===== config.mk =====
export PLATFORM = sky130hd
export DESIGN_NAME = acc_drain_flat
export DESIGN_NICKNAME = d
export VERILOG_FILES = /design/src/rtl/acc_drain_if.sv /design/src/rtl/acc_drain.sv /design/src/flat_wrapper.sv
export SDC_FILE = /design/constraint.sdc
export NUM_CORES = 1
export LEC_CHECK = 0
export BUFFER_PORTS_ARGS = -buffer_cell sky130_fd_sc_hd__buf_2
export CORE_ASPECT_RATIO = 1.2
export CORE_MARGIN = 4
export CORE_UTILIZATION = 56
export DETAILED_ROUTE_END_ITERATION = 7
export GPL_TIMING_DRIVEN = 0
export MAX_ROUTING_LAYER = met4
export PLACE_DENSITY = 0.8
export RECOVER_POWER = 50
export SYNTH_ARGS = -nofsm -noshare
export SYNTH_HDL_FRONTEND = slang
export SYNTH_SLANG_ARGS = --single-unit
export TNS_END_PERCENT = 50

===== constraint.sdc =====
create_clock -name clk -period 3.8 [get_ports clk]
set_clock_uncertainty 0.15 [all_clocks]
set_input_delay 0.57 -clock clk [delete_from_list [all_inputs] [get_ports clk]]
set_output_delay 0.57 -clock clk [all_outputs]
set_load 0.01 [all_outputs]

===== src/rtl/acc_drain_if.sv =====
// Output stream of the accumulator drain: valid/ready word bus with end-of-sweep marker.
interface acc_drain_if #(
  parameter int DATA_WIDTH = 64
) ();
  logic                  m_valid;
  logic [DATA_WIDTH-1:0] m_data;
  logic                  m_last;
  logic                  m_ready;

  modport master (output m_valid, m_data, m_last, input m_ready);
  modport slave  (input m_valid, m_data, m_last, output m_ready);
endinterface


===== src/rtl/acc_drain.sv =====
// Accumulator drain: sweeps an address window, streams each word out through a small
// credit-controlled FIFO and optionally overwrites each word with zero once it is read.
module acc_drain #(
  parameter int ADDR_WIDTH = 9,
  parameter int DATA_WIDTH = 64,
  parameter int FIFO_DEPTH = 4
) (
  input  logic                  clk,
  input  logic                  rstn,
  input  logic                  start,
  input  logic [ADDR_WIDTH-1:0] base_addr,
  input  logic [ADDR_WIDTH:0]   len,
  input  logic                  clear_en,
  output logic                  busy,
  output logic                  done,
  output logic                  rd_en,
  output logic [ADDR_WIDTH-1:0] rd_addr,
  input  logic [DATA_WIDTH-1:0] rd_rdata,
  output logic                  wr_en,
  output logic                  wr_we,
  output logic [ADDR_WIDTH-1:0] wr_addr,
  output logic [DATA_WIDTH-1:0] wr_wdata,
  output logic                  mode,
  acc_drain_if.master           m_if
);

  localparam int PW = (FIFO_DEPTH > 1) ? $clog2(FIFO_DEPTH) : 1;
  localparam int CW = $clog2(FIFO_DEPTH + 1);
  localparam logic [CW:0]         DEPTH_C  = (CW+1)'(FIFO_DEPTH);
  localparam logic [ADDR_WIDTH:0] ONE_L    = (ADDR_WIDTH+1)'(1);
  localparam logic [PW-1:0]       PTR_LAST = PW'(FIFO_DEPTH - 1);

  typedef enum logic [1:0] {S_IDLE, S_RUN, S_FLUSH, S_DONE} state_t;

  state_t                r_state;
  logic [ADDR_WIDTH-1:0] r_base;
  logic [ADDR_WIDTH:0]   r_len;
  logic [ADDR_WIDTH:0]   r_issued;
  logic                  r_clear;
  logic                  r_vld_p1;
  logic [ADDR_WIDTH-1:0] r_addr_p1;
  logic                  r_last_p1;
  logic [DATA_WIDTH-1:0] r_mem  [FIFO_DEPTH];
  logic                  r_lmem [FIFO_DEPTH];
  logic [PW-1:0]         r_wptr;
  logic [PW-1:0]         r_rptr;
  logic [CW-1:0]         r_count;

  logic w_credit;
  logic w_rd_en;
  logic w_last_issue;
  logic w_push;
  logic w_pop;

  function automatic logic [PW-1:0] ptr_inc(input logic [PW-1:0] p);
    return (p == PTR_LAST) ? '0 : p + PW'(1);
  endfunction

  // A read is only issued if its word is guaranteed a FIFO slot: buffered + in flight < depth.
  assign w_credit     = ({1'b0, r_count} + (CW+1)'(r_vld_p1)) < DEPTH_C;
  assign w_rd_en      = (r_state == S_RUN) && w_credit;
  assign w_last_issue = w_rd_en && ((r_issued + ONE_L) == r_len);
  assign w_push       = r_vld_p1;
  assign w_pop        = m_if.m_valid && m_if.m_ready;

  assign rd_en    = w_rd_en;
  assign rd_addr  = r_base + r_issued[ADDR_WIDTH-1:0];
  assign wr_en    = r_vld_p1 && r_clear;
  assign wr_we    = wr_en;
  assign wr_addr  = r_addr_p1;
  assign wr_wdata = '0;
  assign mode     = 1'b0;
  assign busy     = (r_state == S_RUN) || (r_state == S_FLUSH);
  assign done     = (r_state == S_DONE);

  assign m_if.m_valid = (r_count != '0);
  assign m_if.m_data  = m_if.m_valid ? r_mem[r_rptr] : '0;
  assign m_if.m_last  = m_if.m_valid && r_lmem[r_rptr];

  // p0 -> p1: read issued this cycle, its data arrives on rd_rdata next cycle
  always_ff @(posedge clk or negedge rstn) begin
    if (!rstn) begin
      r_state   <= S_IDLE;
      r_base    <= '0;
      r_len     <= '0;
      r_issued  <= '0;
      r_clear   <= 1'b0;
      r_vld_p1  <= 1'b0;
      r_addr_p1 <= '0;
      r_last_p1 <= 1'b0;
      r_wptr    <= '0;
      r_rptr    <= '0;
      r_count   <= '0;
    end else begin
      r_vld_p1 <= w_rd_en;
      if (w_rd_en) begin
        r_addr_p1 <= rd_addr;
        r_last_p1 <= w_last_issue;
        r_issued  <= r_issued + ONE_L;
      end
      if (w_push) r_wptr <= ptr_inc(r_wptr);
      if (w_pop)  r_rptr <= ptr_inc(r_rptr);
      case ({w_push, w_pop})
        2'b10:   r_count <= r_count + CW'(1);
        2'b01:   r_count <= r_count - CW'(1);
        default: r_count <= r_count;
      endcase
      case (r_state)
        S_IDLE: begin
          if (start) begin
            r_base   <= base_addr;
            r_len    <= len;
            r_clear  <= clear_en;
            r_issued <= '0;
            r_state  <= (len == '0) ? S_DONE : S_RUN;
          end
        end
        S_RUN:   if (w_last_issue) r_state <= S_FLUSH;
        S_FLUSH: if (w_pop && m_if.m_last) r_state <= S_DONE;
        S_DONE:  r_state <= S_IDLE;
        default: r_state <= S_IDLE;
      endcase
    end
  end

  // p1 -> FIFO: capture the returning word together with its end-of-sweep flag
  always_ff @(posedge clk) begin
    if (w_push) begin
      r_mem[r_wptr]  <= rd_rdata;
      r_lmem[r_wptr] <= r_last_p1;
    end
  end

endmodule


===== src/flat_wrapper.sv =====
// flat-port wrapper written by rule: the top's interface ports become plain ports
module acc_drain_flat 
#(
  parameter int ADDR_WIDTH = 9,
  parameter int DATA_WIDTH = 64,
  parameter int FIFO_DEPTH = 4
)
  (clk, rstn, start, base_addr, len, clear_en, busy, done, rd_en, rd_addr, rd_rdata, wr_en, wr_we, wr_addr, wr_wdata, mode, m_if_m_valid, m_if_m_data, m_if_m_last, m_if_m_ready);
  acc_drain_if #(.DATA_WIDTH(DATA_WIDTH)) m_if_i ();
  input  logic clk;
  input  logic rstn;
  input  logic start;
  input  logic [ADDR_WIDTH-1:0] base_addr;
  input  logic [ADDR_WIDTH:0] len;
  input  logic clear_en;
  output logic busy;
  output logic done;
  output logic rd_en;
  output logic [ADDR_WIDTH-1:0] rd_addr;
  input  logic [DATA_WIDTH-1:0] rd_rdata;
  output logic wr_en;
  output logic wr_we;
  output logic [ADDR_WIDTH-1:0] wr_addr;
  output logic [DATA_WIDTH-1:0] wr_wdata;
  output logic mode;
  output wire logic [$bits(m_if_i.m_valid)-1:0] m_if_m_valid;
  output wire logic [$bits(m_if_i.m_data)-1:0] m_if_m_data;
  output wire logic [$bits(m_if_i.m_last)-1:0] m_if_m_last;
  input wire logic [$bits(m_if_i.m_ready)-1:0] m_if_m_ready;
  assign m_if_m_valid = m_if_i.m_valid;
  assign m_if_m_data = m_if_i.m_data;
  assign m_if_m_last = m_if_i.m_last;
  assign m_if_i.m_ready = m_if_m_ready;
  acc_drain #(.ADDR_WIDTH(ADDR_WIDTH), .DATA_WIDTH(DATA_WIDTH), .FIFO_DEPTH(FIFO_DEPTH)) u_core (.clk(clk), .rstn(rstn), .start(start), .base_addr(base_addr), .len(len), .clear_en(clear_en), .busy(busy), .done(done), .rd_en(rd_en), .rd_addr(rd_addr), .rd_rdata(rd_rdata), .wr_en(wr_en), .wr_we(wr_we), .wr_addr(wr_addr), .wr_wdata(wr_wdata), .mode(mode), .m_if(m_if_i));
endmodule

==> impl_results.md, run 1 <==
- Worst slew margin relative to its limit: -0.7659
- Violations in the final reports: capacitance limit, slew limit
- Synth area leaders: sky130_fd_sc_hd__edfxtp_1 60%, sky130_fd_sc_hd__mux4_2 11%, sky130_fd_sc_hd__dfrtp_1 9.6%
- Part of the Yosys area used for sequential elements: 0.6934
- Die area: 0.02585 sq mm
- Max Slew Vio Count: approximately 70
- Reg2reg setup slack: 0.97 ns
- Num Clock Sinks: slightly above 300
- Crit share post-route: 0.9405
- Depth of the worst register-to-register path: 3
- Footprint of the flip-flops and latches: 0.009059 sq mm
- Minimum clock period after layout: 3.574 ns
- Mapped cell area: 0.01307 sq mm
- Slowest cell on the critical path: sky130_fd_sc_hd__dfrtp_1
- Std cell rows: 60
- Achievable Freq: 279.8 MHz
- Worst min-delay path category: input pin to flip-flop
- DRC errors left: 0
- Final Worst Setup Slack: roughly 0.23 ns
- GPL Wtd Cong: 0.8016
- Power Dens Cells: ~730 mW/mm^2
- Number of hold violations in the final report: 0
- Clock transition time at the flip-flop clock pins of the worst setup and hold paths: 0.06 ns
- Worst hold path startpoint: base_addr[0]
- Sort of element at the end of the critical path: output pin
- Arrival time of data at the critical path endpoint: 2.85 ns
- Average detailed-routed wire length per instance: 18.15 um
- Num ports: 242
- Data required, critical path: 3.08 ns
- Yosys Warn Count: 0
- Synthesis-stage register bit count: 310
- Number of DRC violations after detailed-routing iteration 0: 356
- Actual slew at the worst max-slew pin: 2.649 ns
- Clock tree root driver cell: sky130_fd_sc_hd__clkbuf_16
- Number of iterations in the first detailed-routing pass: 4
- Fillers: between 1500 and 2000
- Hold WS: 0.06899 ns
- Post-DP HPWL: 17490 um
- Avg Vias per Cell: 5.139
- CTS HTree Levels: 1
- Footprint of the multi-input gates: 0.003560 sq mm
- Antenna violations before repair: 2
- Clock latency of the later-clocked register in the worst-skew pair: about 0.54 ns
- Vias in the first global route: 7393
- Hold Crit Depth: 3
- Primary flip-flop cell chosen by synthesis mapping: sky130_fd_sc_hd__edfxtp_1
- Area of the core: 0.02267 sq mm
- Total gr overflow: 0
- Post-synth EDFFs: 260
- Total of endpoints with negative setup slack in the final report: 0
- P_leak: 5.994 nW
- CP delay by family, top: compound AO/OA/AOI/OAI gates
- Ratio of cells with drive above 1 in the final layout: 0.2815
- Setup repair after global routing missed its margin: no
- Number of clock buffers inserted by TritonCTS: 30
- Number of instances in the synthesized netlist: 787
- Proportion of register bits with asynchronous set or reset after synthesis: 0.1613
- Global-route wire length before repair: between 40000 and 50000 um
- Total negative slack for setup checks: 0 ns
- Cells traversed along the worst timing path: ha_1 > inv_1 > fa_1 > nor2b_1 > o21ai_0 > a21oi_1 > or3_1 > a31oi_1 > xnor2_1 > buf_2
- Detail Route Antenna Nets: 0
- Mean Syn Cell Area: 16.60 sq um
- Setup slack at placement: 0.5556 ns
- GRT Resource Usage Total: 0.2010
- Width of the die: 147.4 um
- Largest net degree at the start of global routing: 51
- Starting Density: 0.5763
- Path type of the worst setup path: flip-flop to output pin
- Worst VDD drop: 0.5594 mV
- Startpoint type of the worst setup path: flip-flop
- Deepest clock path buffer count: 3
- Largest incremental delay on the critical path: roughly 0.47 ns
- Number of unique standard cell types used by synthesis: 43
- Post-CTS Setup Repair Bufs: 0
- Area share of the largest cell type after synthesis: 0.5976
- Area delta synth->final: 19.31%
- Library cell occupying the most area in the post-synthesis netlist: sky130_fd_sc_hd__edfxtp_1
- Cell types with the highest counts after synthesis: 260 x sky130_fd_sc_hd__edfxtp_1, 89 x sky130_fd_sc_hd__nand2_1, 72 x sky130_fd_sc_hd__and2_1
- Total number of nets in the final design: 1173
- Number of port buffers: 176
- Maximum fanout encountered on the critical timing path: 6
- Reg-to-reg endpoint: u_core.r_mem[1][0]$_DFFE_PP_
- Outcome: complete, but fails checks
- Worst Hold Endpoint: u_core.r_base[0]$_DFFE_PN0P_
- Library cell with the highest instance count after synthesis: sky130_fd_sc_hd__edfxtp_1
- Count of max-cap constraint violations: 2
- Number of buffers and inverters on the critical path: 2
- Height of the chip: 175.3 um
- Worst reg2reg startpoint: u_core.r_vld_p1$_DFF_PN0_
- Total via count in the routed design: 7189
- CTS tree: built
- Routed wire length: 25400 um
==> area by class of cell <==
type / count / share of cell area
Antenna cell: 2 / 0.0003211
Buffer: 98 / 0.03997
Clock buffer: 43 / 0.05595
Clock inverter: 13 / 0.007144
Inverter: 18 / 0.004335
Multi-Input combinational cell: 425 / 0.2284
Sequential cell: 310 / 0.5812
Tap cell: 310 / 0.02488
Timing Repair Buffer: 180 / 0.05787
==> per-layer routing <==
layer	GRT usage	wire, um	share of wire	up-vias
li1	-	-	-	3347
met1	0.2497	9769	0.38	3552
met3	0.03948	1977	0.078	32
met5	-	0	0	-
met4	0.03341	293	0.012	0
met2	0.3528	13360	0.53	258
==> what timing repair did <==
item / 4_1_cts / 5_1_grt
hold buffers: 0 / 0
gates resized for setup: 1 / 0
endpoints found under the setup margin: 26 / 0
==> worst max-delay path by stage <==
stage                                 start                             to  slack, ns  depth (start not counted)
2_1_floorplan  u_core.r_wptr[0]$_DFFE_PN0P_     u_core.r_lmem[0]$_DFFE_PP_       1.07                          3
3_3_place_gp      u_core.r_vld_p1$_DFF_PN0_  u_core.r_mem[0][29]$_DFFE_PP_      -0.14                          2
3_5_place_dp   u_core.r_rptr[0]$_DFFE_PN0P_                m_if_m_data[44]       0.56                          6
4_1_cts        u_core.r_rptr[0]$_DFFE_PN0P_                m_if_m_data[14]       0.19                          5
5_1_grt        u_core.r_issued[0]$_DFF_PN0_                     rd_addr[8]       0.01                         10
6_report       u_core.r_issued[0]$_DFF_PN0_                     rd_addr[8]       0.23                         10
==> state kept, by name, summed over array words and instances, names as in the netlist, 3 cells and up <==
signal and flops:
u_core.r_base 9, u_core.r_count 3, u_core.r_issued 10, u_core.r_len 10, u_core.r_lmem 4, u_core.r_mem 256
u_core.wr_addr 9
==> worst min-delay path, cell delays in order <==
cell and delay [ns]:
sky130_fd_sc_hd__buf_2 0.07, sky130_fd_sc_hd__nand2_1 0.04, sky130_fd_sc_hd__nand2_1 0.04
==> cell families after synthesis <==
logic type	after synthesis	share of synthesized area
flops	310	0.6934
other cells	1	0.0002870
buf+inv	116	0.05277
compound gates	30	0.01494
simple gates	209	0.08064
mux	71	0.1170
fa+ha+maj	22	0.02222
xor+xnor	28	0.01877
==> per-stage QoR <==
stage / cells / util / area [sq um] / power [mW]
6_report: 1399 / 0.6875 / 15590 / 11.44
5_1_grt: 1399 / 0.6875 / 15590 / 12.14
3_5_place_dp: 1341 / 0.6478 / 14690 / 8.688
2_1_floorplan: 851 / - / 13310 / 7.246
3_3_place_gp: 1337 / 0.6428 / 14570 / 8.578
4_1_cts: 1397 / 0.6912 / 15670 / 11.60
==> report_power, final <==
group | total [mW] | switching [mW] | internal (mW) | leakage, nW
clock | 2.90 | 1.18 | 1.72 | 0.481
sequential | 4.52 | 0.226 | 4.30 | 2.99
combinational | 4.02 | 2.15 | 1.86 | 2.52
total | 11.4 | 3.56 | 7.88 | 5.99
==> layout by cell type, fill, tap and decap left out, types with 6 or more instances in the layout <==
master / instances
sky130_fd_sc_hd__a21oi_1: 6
sky130_fd_sc_hd__and2_1: 68
sky130_fd_sc_hd__buf_2: 117
sky130_fd_sc_hd__buf_4: 66
sky130_fd_sc_hd__clkbuf_1: 95
sky130_fd_sc_hd__clkbuf_16: 32
sky130_fd_sc_hd__conb_1: 65
sky130_fd_sc_hd__dfrtp_1: 50
sky130_fd_sc_hd__edfxtp_1: 260
sky130_fd_sc_hd__ha_1: 20
sky130_fd_sc_hd__inv_1: 18
sky130_fd_sc_hd__mux4_2: 65
sky130_fd_sc_hd__nand2_1: 89
sky130_fd_sc_hd__nor2_1: 17
sky130_fd_sc_hd__o21ai_0: 12
sky130_fd_sc_hd__xnor2_1: 19
sky130_fd_sc_hd__xor2_1: 9
(Power assumes the default switching activity.)
==> run 2, diff against run 1 <==
==> constraint.sdc (replaced) <==
create_clock -name clk -period 3.8 [get_ports clk]
set_clock_uncertainty 0.15 [all_clocks]
set_input_delay 1.14 -clock clk [delete_from_list [all_inputs] [get_ports clk]]
set_output_delay 1.14 -clock clk [all_outputs]
set_load 0.01 [all_outputs]
==> run 2 against run 1 <==
  * The run ends with capacitance limit, slew limit, setup timing left
  * Worst hold slack improved by 0.26 ns
  * Largest cell class unchanged
  * Count of clock-buffer cells in the layout unchanged
  * Die area unchanged
  * Highest routed layer unchanged
==> impl_results.md, run 2 (same netlist as run 1, synthesis figures left out) <==
- Number of flip-flops in the largest register: 256 (unchanged)
- Commonest cells after routing, fill and taps aside: 260 x sky130_fd_sc_hd__edfxtp_1, 116 x sky130_fd_sc_hd__buf_2, 89 x sky130_fd_sc_hd__nand2_1, 88 x sky130_fd_sc_hd__clkbuf_1, 73 x sky130_fd_sc_hd__buf_4
- Largest net degree at the start of global routing: 51 (unchanged)
- Final design utilization: 0.6938 (+0.006236)
- Hold WS: 0.3264 ns (+0.2574 ns)
- Setup repair after global routing missed its margin: yes
- Final instance count without filler cells: 1402 (+0.21%)
- Avg Vias per Cell: 5.101 (-0.73%)
- Maximum fanout encountered on the critical timing path: 2 (-4)
- Register with the highest flop count: u_core.r_mem
- Hold-fix buffer count after cts: 0 (unchanged)
- Worst reg2reg startpoint: u_core.r_vld_p1$_DFF_PN0_
- Detail Route Antenna Nets: 0 (unchanged)
- Worst slew margin relative to its limit: -0.7576 (+0.008325)
- Cells traversed along the worst timing path: ha_4 > inv_2 > fa_2 > nor2b_2 > o21ai_2 > a21oi_2 > or3_4 > a31oi_4 > xnor2_2 > buf_2
- Clock tree root driver cell: sky130_fd_sc_hd__clkbuf_16
- Width of the die: 147.4 um (unchanged)
- GPL Wtd Cong: 0.8016 (unchanged)
- Worst hold path startpoint: u_core.wr_addr[4]$_DFFE_PN0N_
- Number of clock buffers inserted by TritonCTS: 30 (unchanged)
- Final Worst Setup Slack: -0.04008 ns (-0.2662 ns)
- Total via count in the routed design: 7152 (-0.51%)
- Total of endpoints with negative setup slack in the final report: 1 (+1)
- Reg-to-reg endpoint: u_core.r_mem[0][33]$_DFFE_PP_
- Sort of element at the end of the critical path: output pin
- Area of the core: 0.02267 sq mm (unchanged)
- Path type of the worst setup path: flip-flop to output pin
- Global-route wire length before repair: 40200 um (+0.24%)
- Total gr overflow: 0 (unchanged)
- Worst min-delay path category: flip-flop to flip-flop
- Height of the chip: 175.3 um (unchanged)
- Setup slack at placement: -0.01442 ns (-0.5700 ns)
- Actual slew at the worst max-slew pin: 2.636 ns (-0.01249 ns)
- Die area: 0.02585 sq mm (unchanged)
- Achievable Freq: 260.4 MHz (-6.9%)
- Deepest clock path buffer count: 3 (unchanged)
- Num ports: 242 (unchanged)
- Worst VDD drop: 0.5341 mV (-4.5%)
- Number of hold violations in the final report: 0 (unchanged)
- Slowest cell on the critical path: sky130_fd_sc_hd__dfrtp_2
- Ratio of cells with drive above 1 in the final layout: 0.3064 (+0.02491)
- Std cell rows: 60 (unchanged)
- Startpoint type of the worst setup path: flip-flop
- Clock transition time at the flip-flop clock pins of the worst setup and hold paths: 0.06 ns (about the same)
- Minimum clock period after layout: 3.840 ns (+0.2662 ns)
- Largest registers in the final layout: u_core.r_mem: 256 flops, u_core.r_issued: 10 flops, u_core.r_len: 10 flops
- Post-DP HPWL: 17490 um (unchanged)
- Num Clock Sinks: 310 (unchanged)
- Outcome: complete, but fails checks
- # placed instances: 1341 (unchanged)
- Power Dens Cells: 734.6 mW/mm^2 (+0.13%)
- DRC errors left: 0 (unchanged)
- Number of iterations in the first detailed-routing pass: 4 (unchanged)
- Total number of nets in the final design: 1176 (+0.26%)
- Crit share post-route: 1.011 (+0.07005)
- Routed wire length: 25480 um (+0.32%)
- Count of max-cap constraint violations: 3 (+1)
- Data required, critical path: 2.51 ns (-0.57 ns)
- Number of port buffers: 176 (unchanged)
- CP delay by family, top: compound AO/OA/AOI/OAI gates
- Depth of the worst register-to-register path: 3 (unchanged)
- Violations in the final reports: capacitance limit, slew limit, setup timing
- Number of buffers and inverters on the critical path: 2 (unchanged)
- Largest incremental delay on the critical path: 0.43 ns (-0.04 ns)
- Most frequent standard cell in the layout excluding fill and tap cells: sky130_fd_sc_hd__edfxtp_1
- Area delta synth->final: 20.39%
- GRT Resource Usage Total: 0.2016 (+0.0005837)
- Starting Density: 0.5763 (unchanged)
- Clock latency of the later-clocked register in the worst-skew pair: 0.54 ns (about the same)
- Total negative slack for setup checks: -0.04008 ns (-0.04008 ns)
- P_leak: 6.048 nW (+0.90%)
- Cell area reported after detailed placement: 0.01469 sq mm (unchanged)
- Post-route standard cell area excluding fillers: 0.01573 sq mm (+0.91%)
- Max Slew Vio Count: 105 (+46%)
- CTS HTree Levels: 1 (unchanged)
- Worst Hold Endpoint: u_core.wr_addr[4]$_DFFE_PN0N_
- Vias in the first global route: 7411 (+0.24%)
- Arrival time of data at the critical path endpoint: 2.55 ns (-0.30 ns)
- CTS tree: built
- Reg2reg setup slack: 0.45 ns (-0.52 ns)
- Hold Crit Depth: 2 (-1)
- Number of DRC violations after detailed-routing iteration 0: 358 (+0.56%)
- Antenna violations before repair: 2 (unchanged)
- Post-route total power: 11.55 mW (+1.0%)
- Average detailed-routed wire length per instance: 18.17 um (+0.11%)
-- run 2: final cells by class --
type / count / area (sq um)
antenna: 2 / 5.005
clock buffer: 43 / 872.1
tap: 310 / 387.9
inverter: 18 / 67.56
fill: 1565 / 6943
sequential: 310 / 9062
timing repair buffer: 184 / 932.1
multi-input combinational: 425 / 3638
buffer: 97 / 651.9
clock inverter: 13 / 111.4
-- run 2: worst reg2reg max path: cells and delay by family, from the launching register on --
kind | cells | cell delay, ns
buffers and inverters | 2 | 0.62
flip-flops | 1 | 0.32
AND/OR/NAND/NOR | 1 | 1.92
-- run 2: worst max-delay path by stage --
stage	start	endpoint	cells past startpoint
2_1_floorplan	u_core.r_rptr[0]$_DFFE_PN0P_	m_if_m_data[25]	5
5_1_grt	u_core.r_issued[0]$_DFF_PN0_	rd_addr[8]	10
6_report	u_core.r_issued[0]$_DFF_PN0_	rd_addr[8]	10
3_3_place_gp	u_core.r_vld_p1$_DFF_PN0_	u_core.r_mem[0][29]$_DFFE_PP_	2
3_5_place_dp	u_core.r_rptr[0]$_DFFE_PN0P_	m_if_m_data[44]	6
4_1_cts	u_core.r_issued[0]$_DFF_PN0_	rd_addr[8]	10
-- run 2: power by group --
part | switching [mW] | internal, mW
clock network | 1.17 | 1.72
registers | 0.233 | 4.30
logic | 2.18 | 1.94
total | 3.59 | 7.97
-- run 2: per-layer routing --
layer  routed length, um  global-route usage  up-vias
li1                    -                   -     3348
met1                9660              0.2499     3532
met2               13520              0.3545      240
met3                2002             0.03948       32
met4                 293             0.03341        0
met5                   0                   -        -
-- run 2: what timing repair did --
item	in CTS	in global routing
setup buffers	2	2
pin swaps	0	7
endpoints found under the setup margin	68	32
gates resized for setup	26	18
